### src/rtl/if_stage_prefetch.sv
// if_stage_prefetch: multi-outstanding instruction fetch with an in-order buffer in front of decode
module if_stage_prefetch #(
  parameter logic [31:0] RESET_PC   = 32'h1c000000,
  parameter int          FIFO_DEPTH = 4,
  parameter int          MAX_OUTST  = 2
) (
  input  logic        clk,
  input  logic        resetn,
  input  logic        ds_allowin,
  input  logic [32:0] br_bus,
  input  logic [31:0] ws_to_fs_bus,
  input  logic        fs_flush_pipe,
  output logic        fs_to_ds_valid,
  output logic [64:0] fs_to_ds_bus,
  output logic        inst_sram_req,
  output logic        inst_sram_wr,
  output logic [1:0]  inst_sram_size,
  output logic [3:0]  inst_sram_wstrb,
  output logic [31:0] inst_sram_addr,
  output logic [31:0] inst_sram_wdata,
  input  logic        inst_sram_addr_ok,
  input  logic        inst_sram_data_ok,
  input  logic [31:0] inst_sram_rdata
);
  localparam int FW = $clog2(FIFO_DEPTH);
  localparam int CW = FW + 1;
  localparam int OW = $clog2(MAX_OUTST) + 1;
  localparam int PW = MAX_OUTST > 1 ? $clog2(MAX_OUTST) : 1;
  localparam int PQ = 2 ** PW;

  logic [31:0] fetch_pc_q, fetch_pc_d;
  logic        halt_q, halt_d;
  logic [OW-1:0] outst_q, outst_d, cancel_q, cancel_d;
  logic [CW-1:0] count_q, count_d;
  logic [FW-1:0] rd_q, rd_d, wr_q, wr_d;
  logic [PW-1:0] pq_rd_q, pq_rd_d, pq_wr_q, pq_wr_d;
  logic [64:0] mem_q [FIFO_DEPTH];
  logic [64:0] mem_d [FIFO_DEPTH];
  logic [31:0] pq_q [PQ];
  logic [31:0] pq_d [PQ];

  logic        redirect, aligned, req, hs, full, empty, valid, pop, drop;
  logic        push_data, push_adef, push;
  logic [31:0] target, used;
  logic [64:0] entry;

  assign redirect  = fs_flush_pipe | br_bus[32];
  assign target    = fs_flush_pipe ? ws_to_fs_bus : br_bus[31:0];
  // In-flight requests that will still land in the buffer reserve a slot, so a live push never finds it full
  assign used      = 32'(count_q) + 32'(outst_q) - 32'(cancel_q);
  assign aligned   = fetch_pc_q[1:0] == 2'b00;
  assign req       = resetn && !redirect && !halt_q && aligned && 32'(outst_q) < MAX_OUTST && used < FIFO_DEPTH;
  assign hs        = req & inst_sram_addr_ok;
  assign full      = count_q == CW'(FIFO_DEPTH);
  assign empty     = count_q == '0;
  assign valid     = !empty && !redirect;
  assign pop       = valid & ds_allowin;
  assign drop      = cancel_q != '0;
  assign push_data = inst_sram_data_ok && !drop && !redirect;
  // Misaligned PC is reported only once every older fetch has been delivered or discarded, keeping order
  assign push_adef = !redirect && !halt_q && !aligned && outst_q == cancel_q && !full;
  assign push      = push_data | push_adef;
  assign entry     = push_adef ? {1'b1, 32'h0, fetch_pc_q} : {1'b0, inst_sram_rdata, pq_q[pq_rd_q]};

  // Next-state for fetch PC, in-flight/cancel credits, PC-tag queue and instruction buffer
  always_comb begin
    fetch_pc_d = redirect ? target : hs ? fetch_pc_q + 32'd4 : fetch_pc_q;
    halt_d     = !redirect && (halt_q || push_adef);
    outst_d    = outst_q + OW'(hs) - OW'(inst_sram_data_ok);
    cancel_d   = redirect ? outst_q - OW'(inst_sram_data_ok) : cancel_q - OW'(inst_sram_data_ok && drop);
    pq_wr_d    = pq_wr_q + PW'(hs);
    pq_rd_d    = pq_rd_q + PW'(inst_sram_data_ok);
    pq_d       = pq_q;
    if (hs) pq_d[pq_wr_q] = fetch_pc_q;
    mem_d      = mem_q;
    if (push) mem_d[wr_q] = entry;
    rd_d       = redirect ? '0 : rd_q + FW'(pop);
    wr_d       = redirect ? '0 : wr_q + FW'(push);
    count_d    = redirect ? '0 : count_q + CW'(push) - CW'(pop);
  end

  // State registers, cleared asynchronously
  always_ff @(posedge clk or negedge resetn) begin
    if (!resetn) begin
      fetch_pc_q <= RESET_PC;
      halt_q     <= 1'b0;
      outst_q    <= '0;
      cancel_q   <= '0;
      count_q    <= '0;
      rd_q       <= '0;
      wr_q       <= '0;
      pq_rd_q    <= '0;
      pq_wr_q    <= '0;
      mem_q      <= '{default: '0};
      pq_q       <= '{default: '0};
    end else begin
      fetch_pc_q <= fetch_pc_d;
      halt_q     <= halt_d;
      outst_q    <= outst_d;
      cancel_q   <= cancel_d;
      count_q    <= count_d;
      rd_q       <= rd_d;
      wr_q       <= wr_d;
      pq_rd_q    <= pq_rd_d;
      pq_wr_q    <= pq_wr_d;
      mem_q      <= mem_d;
      pq_q       <= pq_d;
    end
  end

  assign fs_to_ds_valid  = valid;
  assign fs_to_ds_bus    = mem_q[rd_q];
  assign inst_sram_req   = req;
  assign inst_sram_addr  = resetn ? fetch_pc_q : 32'h0;
  assign inst_sram_wr    = 1'b0;
  assign inst_sram_size  = 2'd2;
  assign inst_sram_wstrb = 4'h0;
  assign inst_sram_wdata = 32'h0;
endmodule

### config.mk
export PLATFORM = sky130hd
export DESIGN_NAME = if_stage_prefetch
export DESIGN_NICKNAME = d
export VERILOG_FILES = /design/src/rtl/if_stage_prefetch.sv
export SDC_FILE = /design/constraint.sdc
export NUM_CORES = 1
export LEC_CHECK = 0
export ABC_AREA = 1
export BUFFER_PORTS_ARGS = -buffer_cell sky130_fd_sc_hd__buf_4
export CORE_UTILIZATION = 61
export CTS_BUF_LIST = sky130_fd_sc_hd__clkbuf_8
export DETAILED_ROUTE_END_ITERATION = 7
export PLACE_DENSITY_LB_ADDON = 0.3
export SYNTH_ARGS = -nofsm -noshare
export SYNTH_HDL_FRONTEND = slang
export SYNTH_SLANG_ARGS = --single-unit
### constraint.sdc
create_clock -name clk -period 4.2 [get_ports clk]
set_clock_uncertainty 0.2 [all_clocks]
set_input_delay 0.42 -clock clk [delete_from_list [all_inputs] [get_ports clk]]
set_output_delay 0.42 -clock clk [all_outputs]
set_load 0.02 [all_outputs]
Word-level counts from Yosys, hierarchy flattened --
Cells that the tools add are included.
Word-level totals: register bits 370, input bits 103, output and inout bits 138, logic and storage cells 94
Operators by class: add/subtract/negate cells 13, magnitude comparators 8, equal/unequal tests 2, muxes and demuxes 21, bitwise gates (word level) 8, reduce and logical (&&, ||, !) cells 27
Operator list (count):
- $bwmux 260 | 1
- $mux 65 | 4
- $mux 32 | 8
- $bmux 65 s2 | 1
- $demux 65 s2 | 1
- $bwmux 64 | 1
- $add 32x3->32 const B | 1
- $demux 32 s1 | 1
- $lt 32x3->1 const B | 1
- $logic_and 1x1->1 | 16
- $add 2x1->2 | 3
- $ge 3x3->1 const B | 2
- $logic_not 1->1 | 6
- $mux 2 | 3
- $not 2->3 | 2
- $sub 2x1->2 | 3
- $sub 4x2->5 | 1
- $add 3x2->4 | 1
- $ge 2x2->1 const B | 2
- $not 1->2 | 2
- $reduce_bool 2->1 | 2
- $add 3x1->3 | 1
- $eq 3x3->1 const B | 1
- $logic_not 3->1 | 1
- other kinds (11) | 14

Longest topological paths before layout --
Gate-level depths: netlist of run 1.
word-level depth 10, depth in mapped cells 16, depth with buffers taken out 14

Worst setup path after synthesis of run 1 --
OpenSTA, ideal clock, no wires.
path kind register -> register, start register outst_q[1], end register pq_q[50] in the netlist's numbering, library setup time 0.125 ns, arrival 2.908 ns, required time 3.875 ns, slack 0.967 ns, cell stages (with the launch flop) 15, path buffers 2, clock period less this slack 3.233 ns, path through dfrtp_1 -> inv_1 -> fa_1 -> inv_1 -> ha_1 -> nand3_1 -> nand2_1 -> nor2_1 -> nor2_1 -> nand4_2 -> inv_1 -> ha_1 -> clkbuf_1 -> clkbuf_1 -> mux2_2
On the way: word-level cells in the longest chain between the ends 5, elaborated cells between the ends (all ways) 7, those cells by class 2 x add/sub; 2 x order compare; 1 x bitwise; 2 x reduce/logical
RTL lines:
- start, declared | RTL line 33 | logic [OW-1:0] outst_q, outst_d, cancel_q, cancel_d;
- start signal, assigned | RTL line 99 | outst_q <= outst_d;
- $add 3x2->4 | RTL line 50 | assign used = 32'(count_q) + 32'(outst_q) - 32'(cancel_q);
- $sub 4x2->5 | RTL line 50
- $lt 32x3->1 | RTL line 52 | assign req = resetn && !redirect && !halt_q && aligned && 32'(outst_q) < MAX_OUTST && used < FIFO_DEPTH;
- $logic_and 1x1->1 * | RTL line 52
- $and 1x1->1 * | RTL line 53 | assign hs = req & inst_sram_addr_ok;
- end signal, assigned | RTL line 107 | pq_q <= pq_d;
- end, declared | RTL line 39 | logic [31:0] pq_q [PQ];
Every way passes the cells marked *; elsewhere a longest branch is shown, timed or not. A chain may end at the register's enable or synchronous reset.

Worst setup path in the final report of run 1 --
start register rd_q[0], end output fs_to_ds_bus[31]
On the way: word-level cells in the longest chain between the ends 4
RTL lines:
- start, declared | RTL line 35 | logic [FW-1:0] rd_q, rd_d, wr_q, wr_d;
- start signal, assigned | RTL line 102 | rd_q <= rd_d;
- $not 2->3 (not written as such) | RTL line 112 | assign fs_to_ds_bus = mem_q[rd_q];
- $bmux 65 s2 | RTL line 112
- $mux 65 (not written as such) (2 in a row) | RTL line 112
- end, declared | RTL line 14 | output logic [64:0] fs_to_ds_bus,
No other way between the ends. The select of a mux whose other input is x is not followed.

==> results_dict.tcl, run 1 <==
set metrics [dict create \
    grt_setup_unrepaired "no" \
    end_kind "output pin" \
    grt_pass1_wl_mm 87.1 \
    area_growth_pct 16.0 \
    holdPathStages 5 \
    ys_ff_latch 370 \
    arrival_ns 3.12 \
    cts_made_buffers 60 \
    clock_path_buffers 3 \
    place_inst 3076 \
    hold_slack_ns 0.0130 \
    grt_start_max_net_pins 142 \
    synth.distinct_cells 42 \
    die_height_um 180 \
    tightestPinTransition_ns 0.997 \
    muxShareOfSynthArea_pct 0.521 \
    cts_tree "done" \
    ys_async_sr_fraction_pct 100 \
    htreeDepth 2 \
    power_density_mw_per_mm2 517 \
    syn_inst 2615 \
    min_period_ns 3.74 \
    ios 241 \
    dr.pass1.iters 8 \
    synthXorXnorAreaFrac_pct 0.866 \
    vdd_drop_max_mv 0.255 \
    pre_cts_slack_ns 0.721 \
    r2r-end "pq_q[35]" \
    routed_wl_mm 52.3 \
    initial_utilization_pct 62.3 \
    max-cap-violations 0 \
    dr.first_iter.drc_count 1776 \
    root_buffer "clkbuf_8" \
    port_buffers 201 \
    place_hpwl_mm 31.5 \
    period_share_pct 89.1 \
    critPathKind "reg -> out" \
    critPathRequiredTime_ns 3.58 \
    drc 11 \
    synth_top_family_by_area "simple AND/OR/NAND/NOR gates" \
    fin_nets 2915 \
    drive_gt1_share_pct 12.4 \
    cts_setup_buffers 0 \
    slew_violations 0 \
    finalCoreUtilization_pct 72.3 \
    hp-class "in -> reg" \
    core.rowCount 64 \
    rr_worst_depth 13 \
    vias 17900 \
    gp_congestion 0.944 \
    slew-limit-headroom_pct 33.5 \
    area.sequential_sq_mm 0.00927 \
    path_max_fanout 94 \
    yosysSeqAreaShare_pct 48.2 \
    hold_viol 0 \
    multiInputGateArea_sq_mm 0.00832 \
    grt_pass1_vias 17800 \
    ant_nets 0 \
    min_to "mem_q[230]" \
    leakagePower_nw 12.4 \
    core_sq_mm 0.0308 \
    cts_num_sinks 370 \
    status "complete, but fails checks" \
    synth.avg_cell_area_sq_um 7.35 \
    dpl-instance-area_sq_mm 0.0205 \
    clk_pin_slew_ns 0.06 \
    fin_area_sq_mm 0.0223 \
    setup_slack_ns 0.456 \
    startpoint_type "flop" \
    min-delay-start "inst_sram_rdata[3]" \
    fillers 2401 \
    finalSetupTns_ns 0 \
    r2r_slack_ns 0.70 \
    wl_per_cell_um 16.1 \
    synth-simple-area-share_pct 27.9 \
    cts_resized 0 \
    antenna_cells 0 \
    synth_edf_count 0 \
    grt_overflow 0 \
    setup_viol 0 \
    synth_area_sq_mm 0.0192 \
    max_freq_ghz 0.267 \
    dieArea_sq_mm 0.0322 \
    die_width_um 180 \
    violations "design-rule violations" \
    final_cells 3238 \
    synth_compound_area_share_pct 11.9 \
    synth_adder_area_share_pct 1.25 \
    synth_flop_cell "dfrtp_1" \
    insertion_delay_ns 0.61 \
    power_mw 11.5 \
    viasPerCell 5.53 \
    yosysWarnings 0 \
    r2r-start "outst_q[1]" \
    antenna_found_initial 0 \
    track_usage_pct 32.9 \
]
[routing by layer]
layer  global-route usage, %  vias up  part of all wire [%]
met4                    11.9        0                   2.5
met2                    55.8      817                    48
met3                    4.78       99                   8.1
met1                    43.1     8514                    41
li1                        -     8480                     -
met5                       0        -                     0
[critical path, cell delays in order, from the launching register on]
cell and delay (ns):
dfrtp_4 0.77, clkinv_2 0.13, buf_4 0.76, o21ai_0 0.22, o22ai_1 0.37, buf_4 0.22
[cells by family (layout without fill, tap and decap cells)]
group           Yosys count  in the layout
fa+ha+maj                18             18
compound gates          432            432
flops                   370            370
simple gates           1394           1394
xor+xnor                 19             19
mux                       9              9
other cells               2             39
buf+inv                 371            561
[Yosys cell counts, drive strengths merged (3+ instances only)]
cell type,count,area [sq um]
clkbuf,99,374
dfstp,3,78.8
xnor2,6,52.6
nor3,5,30.0
o31ai,3,22.5
o21ai,313,1570
nand3,26,130
ha,16,200
o211ai,8,60.1
mux2,8,90.1
xor2,13,114
buf,107,793
nand2,1050,3950
dfrtp,367,9180
o22ai,71,444
a21oi,32,160
nor2,308,1200
inv,164,618
[cells in the final DEF (no fill, tap or decap), types with 5 or more instances in the layout]
cell type	n
nor2_1	302
o22ai_1	71
nand2_1	1047
a21oi_1	32
o21ai_1	21
dlygate4sd3_1	52
conb_1	39
inv_2	6
clkbuf_8	77
ha_1	15
inv_1	184
xnor2_1	6
o211ai_1	8
mux2_2	8
buf_4	229
nand3_1	26
o21ai_0	292
nor2_4	5
xor2_1	13
dfrtp_1	365
[report_power, final]
group          switching (mW)  total [mW]  internal (mW)  leakage (nW)
sequential              0.483        4.76           4.27          4.79
clock                    1.41        3.17           1.75         0.735
combinational            2.34        3.61           1.28          6.90
[registers in the layout, indices dropped and copies added (netlist names)]
register,flops
halt_q,1
mem_q,260
cancel_q,2
pq_q,64
outst_q,2
wr_q,2
rd_q,2
pq_wr_q,1
count_q,3
pq_rd_q,1
fetch_pc_q,32
[layout make-up]
cell class	count	area share [%]
flip-flops and latches	370	41.6
repair buffers	286	10.5
multi-input cells	1911	37.3
inverters	165	2.82
clock buffers	77	4.75
clock inverters	33	0.831
well taps	396	2.22
[worst max path at each step]
stage	from	to	slack, ns
3_5_place_dp	outst_q[1]	pq_q[35]	0.72
2_1_floorplan	outst_q[1]	pq_q[50]	0.97
3_3_place_gp	fs_flush_pipe	wr_q[1]	0.81
5_1_grt	rd_q[0]	fs_to_ds_bus[31]	0.36
6_report	rd_q[0]	fs_to_ds_bus[31]	0.46
4_1_cts	rd_q[0]	fs_to_ds_bus[31]	0.50
[what timing repair did]
action,4_1_cts,5_1_grt
endpoints found under the hold margin,151,0
setup endpoints to repair,0,0
hold buffers,52,0
Note: power is estimated with default switching activity, not from simulation.
==> run 2, diff against run 1 <==
Settings changed: CORE_UTILIZATION 61 to 59, CTS_BUF_LIST sky130_fd_sc_hd__clkbuf_8 to unset.
==> results_dict.tcl, run 2 (synthesis gave the netlist of run 1 again) <==
set metrics [dict create \
    top_register "mem_q" \
    grt_pass1_vias 17000 \
    grt_overflow 0 \
    status "complete, no violations" \
    arrival_ns 2.97 \
    routed_wl_mm 51.4 \
    power_density_mw_per_mm2 537 \
    setup_viol 0 \
    clk_pin_slew_ns 0.06 \
    finalSetupTns_ns 0 \
    cts_made_buffers 40 \
    hold_viol 0 \
    tightestPinTransition_ns 1.02 \
    met2_usage_pct 51.8 \
    max-cap-violations 0 \
    slew-limit-headroom_pct 32.2 \
    ios 241 \
    critPathRequiredTime_ns 3.58 \
    cp_slowest_stage_delay_ns 0.83 \
    die_width_um 183 \
    crit_buf_inv 2 \
    insertion_delay_ns 0.53 \
    largest_reg_flops 260 \
    drc 0 \
    dr.first_iter.drc_count 1650 \
    area_growth_pct 14.0 \
    clock_path_buffers 3 \
    period_share_pct 85.6 \
    gp_congestion 0.914 \
    grt_busiest_layer "met2" \
    cts_setup_buffers 0 \
    cts_tree "done" \
    cp_slowest_cell "buf_4" \
    core.rowCount 65 \
    vias 17500 \
    place_hpwl_mm 31.3 \
    max_freq_ghz 0.278 \
    ant_nets 0 \
    grt_util_met1_pct 42.5 \
    final_cells 3191 \
    grt_pass1_wl_mm 84.8 \
    fin_nets 2846 \
    cp_common_cell "buf_4" \
    met3_usage_pct 4.29 \
    root_buffer "clkbuf_16" \
    worst_path_dominant_cell_family "buffers and inverters" \
    critPathKind "reg -> out" \
    dr.pass1.iters 7 \
    viasPerCell 5.47 \
    path_max_fanout 96 \
    track_usage_pct 31.5 \
    place_inst 3113 \
    die_height_um 183 \
    hp-class "in -> reg" \
    startpoint_type "flop" \
    finalCoreUtilization_pct 68.9 \
    initial_utilization_pct 60.4 \
    antenna_cells 0 \
    grt_start_max_net_pins 185 \
    port_buffers 201 \
    final_common_cell "nand2_1" \
    path_cells "buf_4, o21ai_0, o22ai_1, buf_4" \
    dieArea_sq_mm 0.0333 \
    drive_gt1_share_pct 11.9 \
    mostFrequentLayoutCells "nand2_1 (1,048), dfrtp_1 (365), nor2_1 (302), o21ai_0 (292), buf_4 (225)" \
    end_kind "output pin" \
    reg_top3 "mem_q x260, pq_q x64, fetch_pc_q x32" \
    htreeDepth 2 \
    core_sq_mm 0.0318 \
    cts_num_sinks 370 \
    min_period_ns 3.59 \
    vdd_drop_max_mv 0.276 \
    wl_per_cell_um 16.1 \
    slew_violations 0 \
    leakagePower_nw 12.1 \
    antenna_found_initial 0 \
    grt_setup_unrepaired "no" \
]
==> run 2: stage by stage <==
stage,cell area [sq um],power (mW),setup slack (ns),hold slack [ns]
finish,21900,11.8,0.607,0.0109
global route,21900,12.5,0.450,0.0266
CTS,21900,11.8,0.692,0.00350
detailed placement,20600,8.32,0.698,0.184
global placement,20600,8.18,0.785,0.187
floorplan,19400,7.03,0.967,-0.0756
==> run 2: worst paths after layout <==
path	start	to	slack [ns]	cells after the start
setup / recovery	rd_q[0]	fs_to_ds_bus[31]	0.61	4
hold / removal	ws_to_fs_bus[25]	fetch_pc_q[25]	0.01	5
setup reg to reg	outst_q[1]	pq_q[39]	0.65	12
hold reg to reg	mem_q[177]	mem_q[177]	0.27	2
max in group asynchronous	resetn	rd_q[0]	1.74	4
min in group asynchronous	resetn	mem_q[195]	0.21	2
==> run 2: cell type report <==
class	count	area (sq um)
Clock buffer	59	1140
Timing Repair Buffer	237	1870
Tap cell	435	544
Fill cell	2647	9890
Sequential cell	370	9270
Clock inverter	14	134
Multi-Input combinational cell	1911	8320
Inverter	165	628
==> run 2: routing by layer <==
layer  vias to the layer above  routed length, um
li1                       8324                  -
met1                      8198              21300
met2                       821              24500
met3                       125               4130
met4                         0               1570
met5                         -                  0
==> run 2: power breakdown <==
group,leakage [nW],switching [mW],internal (mW)
registers,4.79,0.442,4.27
clock network,0.629,1.43,2.02
logic,6.70,2.37,1.24
total,12.1,4.25,7.53
==> run 2: timing repair <==
item	4_1_cts	5_1_grt
hold endpoints to repair	59	0
resized for setup	0	0
hold buffers	5	0
==> run 2: worst min-delay path, stage by stage <==
cell and delay, ns:
buf_4 0.07, o21ai_0 0.06, nand2_1 0.06, nand2_1 0.05, nand2_1 0.05
